[src/rtl/mc_sample_sequencer.sv]
// Monte Carlo sample sequencer: walks the weight/confidence memory once per
// sample, feeding base, confidence and an LFSR mask to the perturbation datapath.
module mc_sample_sequencer #(
    parameter int          WORD_SIZE   = 8,
    parameter int          ADDR_W      = 4,
    parameter int          NUM_WEIGHTS = 16,
    parameter int          SAMPLE_W    = 8,
    parameter logic [15:0] LFSR_SEED   = 16'hACE1
) (
    input  logic                 clk,
    input  logic                 rst_n,
    input  logic                 start,
    input  logic [SAMPLE_W-1:0]  num_samples,
    output logic                 busy,
    output logic                 done,
    output logic                 mem_rd_en,
    output logic [ADDR_W-1:0]    mem_addr,
    input  logic [WORD_SIZE-1:0] mem_base,
    input  logic [WORD_SIZE-1:0] mem_conf,
    output logic [WORD_SIZE-1:0] pert_base,
    output logic [WORD_SIZE-1:0] pert_conf,
    output logic [WORD_SIZE-1:0] pert_mask,
    output logic                 out_valid,
    input  logic                 out_ready,
    output logic [ADDR_W-1:0]    out_addr,
    output logic [SAMPLE_W-1:0]  out_sample
);

    typedef enum logic [2:0] {
        S_IDLE,
        S_READ,
        S_WAIT,
        S_PRESENT,
        S_FINISH
    } state_e;

    state_e               state_q, state_d;
    logic [SAMPLE_W-1:0]  count_q, count_d;
    logic [SAMPLE_W-1:0]  sample_q, sample_d;
    logic [ADDR_W-1:0]    addr_q, addr_d;
    logic [WORD_SIZE-1:0] base_q, base_d;
    logic [WORD_SIZE-1:0] conf_q, conf_d;
    logic [15:0]          lfsr_q, lfsr_d;

    logic last_addr;
    logic last_sample;

    assign last_addr   = (addr_q == ADDR_W'(NUM_WEIGHTS - 1));
    assign last_sample = (sample_q == count_q - SAMPLE_W'(1));

    always_ff @(posedge clk or negedge rst_n) begin
        if (!rst_n) begin
            state_q  <= S_IDLE;
            count_q  <= '0;
            sample_q <= '0;
            addr_q   <= '0;
            base_q   <= '0;
            conf_q   <= '0;
            lfsr_q   <= LFSR_SEED;
        end else begin
            state_q  <= state_d;
            count_q  <= count_d;
            sample_q <= sample_d;
            addr_q   <= addr_d;
            base_q   <= base_d;
            conf_q   <= conf_d;
            lfsr_q   <= lfsr_d;
        end
    end

    always_comb begin
        state_d  = state_q;
        count_d  = count_q;
        sample_d = sample_q;
        addr_d   = addr_q;
        base_d   = base_q;
        conf_d   = conf_q;
        lfsr_d   = lfsr_q;
        unique case (state_q)
            S_IDLE: begin
                if (start) begin
                    if (num_samples != '0) begin
                        count_d  = num_samples;
                        addr_d   = '0;
                        sample_d = '0;
                        state_d  = S_READ;
                    end else begin
                        state_d = S_FINISH;
                    end
                end
            end
            S_READ: state_d = S_WAIT;
            S_WAIT: begin
                base_d  = mem_base;
                conf_d  = mem_conf;
                state_d = S_PRESENT;
            end
            S_PRESENT: begin
                // Everything holds while the consumer stalls.
                if (out_ready) begin
                    lfsr_d = {lfsr_q[14:0],
                              lfsr_q[15] ^ lfsr_q[13] ^ lfsr_q[12] ^ lfsr_q[10]};
                    if (last_addr) begin
                        addr_d   = '0;
                        sample_d = sample_q + SAMPLE_W'(1);
                    end else begin
                        addr_d = addr_q + ADDR_W'(1);
                    end
                    state_d = (last_addr && last_sample) ? S_FINISH : S_READ;
                end
            end
            S_FINISH: state_d = S_IDLE;
            default:  state_d = S_IDLE;
        endcase
    end

    assign busy       = (state_q == S_READ) || (state_q == S_WAIT) ||
                        (state_q == S_PRESENT);
    assign done       = (state_q == S_FINISH);
    assign mem_rd_en  = (state_q == S_READ);
    assign mem_addr   = addr_q;
    assign out_valid  = (state_q == S_PRESENT);
    assign out_addr   = addr_q;
    assign out_sample = sample_q;
    assign pert_base  = base_q;
    assign pert_conf  = conf_q;
    assign pert_mask  = lfsr_q[WORD_SIZE-1:0];

endmodule

[config.mk]
export PLATFORM = sky130hd
export DESIGN_NAME = mc_sample_sequencer
export DESIGN_NICKNAME = d
export VERILOG_FILES = /design/src/rtl/mc_sample_sequencer.sv
export SDC_FILE = /design/constraint.sdc
export NUM_CORES = 1
export LEC_CHECK = 0
export ABC_AREA = 1
export CAP_MARGIN = 20
export CORE_MARGIN = 2
export CORE_UTILIZATION = 49
export DETAILED_ROUTE_END_ITERATION = 12
export PLACE_DENSITY_LB_ADDON = 0.3
export SLEW_MARGIN = 20
export SYNTH_ARGS = -nofsm -noshare
export SYNTH_HDL_FRONTEND = slang
export SYNTH_SLANG_ARGS = --single-unit
[constraint.sdc]
create_clock -name clk -period 1.7 [get_ports clk]
set_input_delay 0.17 -clock clk [delete_from_list [all_inputs] [get_ports clk]]
set_output_delay 0.17 -clock clk [all_outputs]
set_load 0.03 [all_outputs]
==> results.sh <==
export IMPL_ir_worst_vdd_uv=1080
export IMPL_num_io_pins=72
export IMPL_p_sw_share_pct=43.0
export IMPL_die_height_um=79.5
export IMPL_pwr_share_seq_pct=31.5
export IMPL_dp_slack_ps=-178
export IMPL_grt_pass1_vias=2261
export IMPL_outcome="finished clean"
export IMPL_startpoint_type="flop"
export IMPL_cts_buffer_depth=2
export IMPL_r2r_start="count_q[0]$_DFFE_PN0P_"
export IMPL_crit_type="reg2reg"
export IMPL_slew_headroom_pct=77.1
export IMPL_cts_root_buf="clkbuf_8"
export IMPL_setup_tns_ps=0
export IMPL_hpwlAfterDp_um=4250
export IMPL_clkTransAtPathRegs_ps=100
export IMPL_p_switching_mw=3.08
export IMPL_drc=0
export IMPL_place_gp_congestion=0.831
export IMPL_syn_avg_cell_area_um2=9.33
export IMPL_period_share_pct=98.4
export IMPL_synthDominantCellAreaShare_pct=42.2
export IMPL_worst_pin_slew_ps=341
export IMPL_cpLargestDelayFamily="simple AND/OR/NAND/NOR gates"
export IMPL_worstPathCellList="inv_2 > ha_4 > nor2_1 > nor2_2 > nand2_1 > nor2_1 > nand3_1 > nor2_1 > nand3_1 > nand2_1 > nand2_1 > nand2_1 > nand2_1"
export IMPL_reg2reg_to="state_q[0]$_DFFE_PN0P_"
export IMPL_initialDrtViolationCount=142
export IMPL_required_ps=1900
export IMPL_worst_slack_ps=27.3
export IMPL_crit_fanout=2
export IMPL_synth_top_area_cell="dfrtp_1"
export IMPL_synth_area_leaders="dfrtp_1 42%, mux2_2 11%, nand2_1 8.6%"
export IMPL_drtAntennaViolNets=0
export IMPL_nNetsFinal=411
export IMPL_wl_um=6030
export IMPL_rrSetupSlack_ps=30
export IMPL_yosysMostFrequentCell="nand2_1"
export IMPL_grt_overflow=0
export IMPL_synth_ff_type="dfrtp_1"
export IMPL_grt_pass1_wl_um=9780
export IMPL_cts_tree="yes"
export IMPL_htree_levels=2
export IMPL_maxCapViolations=0
export IMPL_slew_viol_final=0
export IMPL_design_core_area_um2=5510
export IMPL_netlist_area_um2=2790
export IMPL_die_w_um=79.5
export IMPL_dieArea_um2=6310
export IMPL_combPwrFrac_pct=58.1
export IMPL_diodes=0
export IMPL_p_per_area_nw_per_um2=1880
export IMPL_hold_class="in2async"
export IMPL_yosys_cell_types_count=29
export IMPL_hold_ws_ps=365
export IMPL_internal_power_mw=4.08
export IMPL_yosysSeqAreaShare_pct=49.7
export IMPL_ys_seq_elements=55
export IMPL_grt_usage_pct=19.8
export IMPL_synth_common_cells="64 x nand2_1, 47 x dfrtp_1, 31 x inv_1"
export IMPL_leakagePower_nw=1.84
export IMPL_rsz0062_at_grt="true"
export IMPL_cp_common_cell="nand2_1"
export IMPL_finalCriticalPeriod_ps=1670
export IMPL_syn_inst=299
export IMPL_endpoint_kind="flop"
export IMPL_syn_nets=330
export IMPL_drt_wirelength_per_cell_um=13.3
export IMPL_post_place_cells=441
export IMPL_finalHoldViolCount=0
export IMPL_grt_start_max_net_pins=56
export IMPL_syn2layout_area_growth_pct=36.3
export IMPL_drive_gt1_share_pct=23.1
export IMPL_num_rows=27
export IMPL_portBuffers=71
export IMPL_initial_utilization_pct=50.7
export IMPL_fin_util_pct=69.1
export IMPL_setup_viol=0
export IMPL_fin_skew_ps=11.8
export IMPL_ff2ff_path_depth=13
export IMPL_layout_cells_non_filler=453
export IMPL_viasPerCell=5.05
export IMPL_firstDrtPassIters=4
export IMPL_clock_latency_ps=310
export IMPL_cpPeakStageDelay_ps=380
export IMPL_synth_edff_count=0
export IMPL_path_buf_inv=1
export IMPL_antenna_found_initial=0
export IMPL_clkPwrFrac_pct=10.5
export IMPL_cts_buffers_inserted=5
export IMPL_timing_fmax_ghz=0.598
export IMPL_async_reset_ff_share_pct=100
export IMPL_crit_slowest_cell="dfrtp_1"
export IMPL_dr_total_vias=2287
export IMPL_ys_warn_count=0
export IMPL_cts_sinks=55
export IMPL_cp_arrival_ps=1870
## timing repair
action,CTS,global route
gates resized for setup,6,21
hold buffers,1,0
buffers inserted,0,2
pin swaps,0,5
hold endpoints to repair,47,0
endpoints found under the setup margin,12,27
gates cloned,0,1
## worst max-delay path by stage
| stage | end | cells after the start | from |
|---|---|---|---|
| 6_report | state_q[0]$_DFFE_PN0P_ | 13 | count_q[0]$_DFFE_PN0P_ |
| 5_1_grt | state_q[0]$_DFFE_PN0P_ | 14 | count_q[0]$_DFFE_PN0P_ |
| 4_1_cts | out_valid | 5 | state_q[2]$_DFFE_PN0P_ |
| 3_5_place_dp | count_q[4]$_DFFE_PN0P_ | 9 | num_samples[7] |
| 3_3_place_gp | count_q[1]$_DFFE_PN0P_ | 9 | num_samples[7] |
| 2_1_floorplan | state_q[0]$_DFFE_PN0P_ | 12 | mem_addr[1]$_DFFE_PN0P_ |
## power by group through the flow
stage,combinational (mW),clock [mW],sequential (mW)
2_1_floorplan,2.23,0,2.68
3_3_place_gp,3.80,0,2.24
3_5_place_dp,3.88,0,2.27
4_1_cts,3.90,0.775,2.24
5_1_grt,4.51,0.825,2.33
6_report,4.16,0.750,2.26
## flip-flops by register name, summed over array words and instances (netlist names)
| signal | flops |
|---|---|
| mem_addr | 4 |
| count_q | 8 |
| pert_conf | 8 |
| pert_base | 8 |
| lfsr_q | 16 |
| out_sample | 8 |
| state_q | 3 |
## cell usage in the layout, fill, tap and decap left out, types with 2 or more instances in the layout
cell             instances
dfrtp_1                 47
inv_2                    7
dfstp_2                  8
dlygate4sd2_1            5
nor2_1                  21
o21ai_0                 20
dlymetal6s2s_1           6
o21ai_1                  5
nand4_1                  5
nor2_4                   2
mux2_2                  27
nor2_2                   5
clkbuf_8                 6
xor2_1                   4
clkdlybuf4s50_1         57
nand3_1                 12
buf_4                   19
inv_1                   26
nor3_1                   2
ha_1                     2
nand2_1                 63
xnor2_1                  7
a21oi_1                  6
nand3_4                  2
buf_12                   3
## worst min-delay path: stages
cell and delay (ps):
dlygate4sd3_1 520, buf_2 120, buf_12 260
## metal layers
layer / track usage, % / part of all wire [%] / wire (µm) / vias to the layer above
met5: 0 / 0 / 0 / -
met4: 6.03 / 0.96 / 58 / 0
met3: 6.45 / 7.7 / 466 / 6
met2: 33.4 / 50 / 3000 / 77
met1: 24.1 / 42 / 2500 / 1085
li1: - / - / - / 1119
## per-stage QoR
| stage | instance area, µm² | total power [mW] |
|---|---|---|
| 2_1_floorplan | 2790 | 4.91 |
| 3_3_place_gp | 3600 | 6.05 |
| 3_5_place_dp | 3600 | 6.15 |
| 4_1_cts | 3700 | 6.91 |
| 5_1_grt | 3800 | 7.67 |
| 6_report | 3800 | 7.17 |
## cell families (layout without fill, tap and decap cells)
logic type / count (synthesis) / after routing / share of synthesized area [%]
AND/OR/NAND/NOR: 117 / 118 / 18.2
flip-flops: 55 / 55 / 49.7
buffers and inverters: 52 / 133 / 9.33
AO/OA/AOI/OAI: 33 / 33 / 6.28
multiplexers: 27 / 27 / 10.9
XOR/XNOR: 12 / 12 / 4.26
adder cells (fa/ha/maj): 3 / 3 / 1.35
## area by class of cell
cell class                 instances  area, µm²
clock inverter                     1       5.00
sequential                        55       1390
clock buffer                       7       86.3
multi-input combinational        193       1200
fill                             448       1700
tap                               72       90.1
inverter                          33        124
timing repair buffer              92        907
Power figures use the tool's default switching activity.
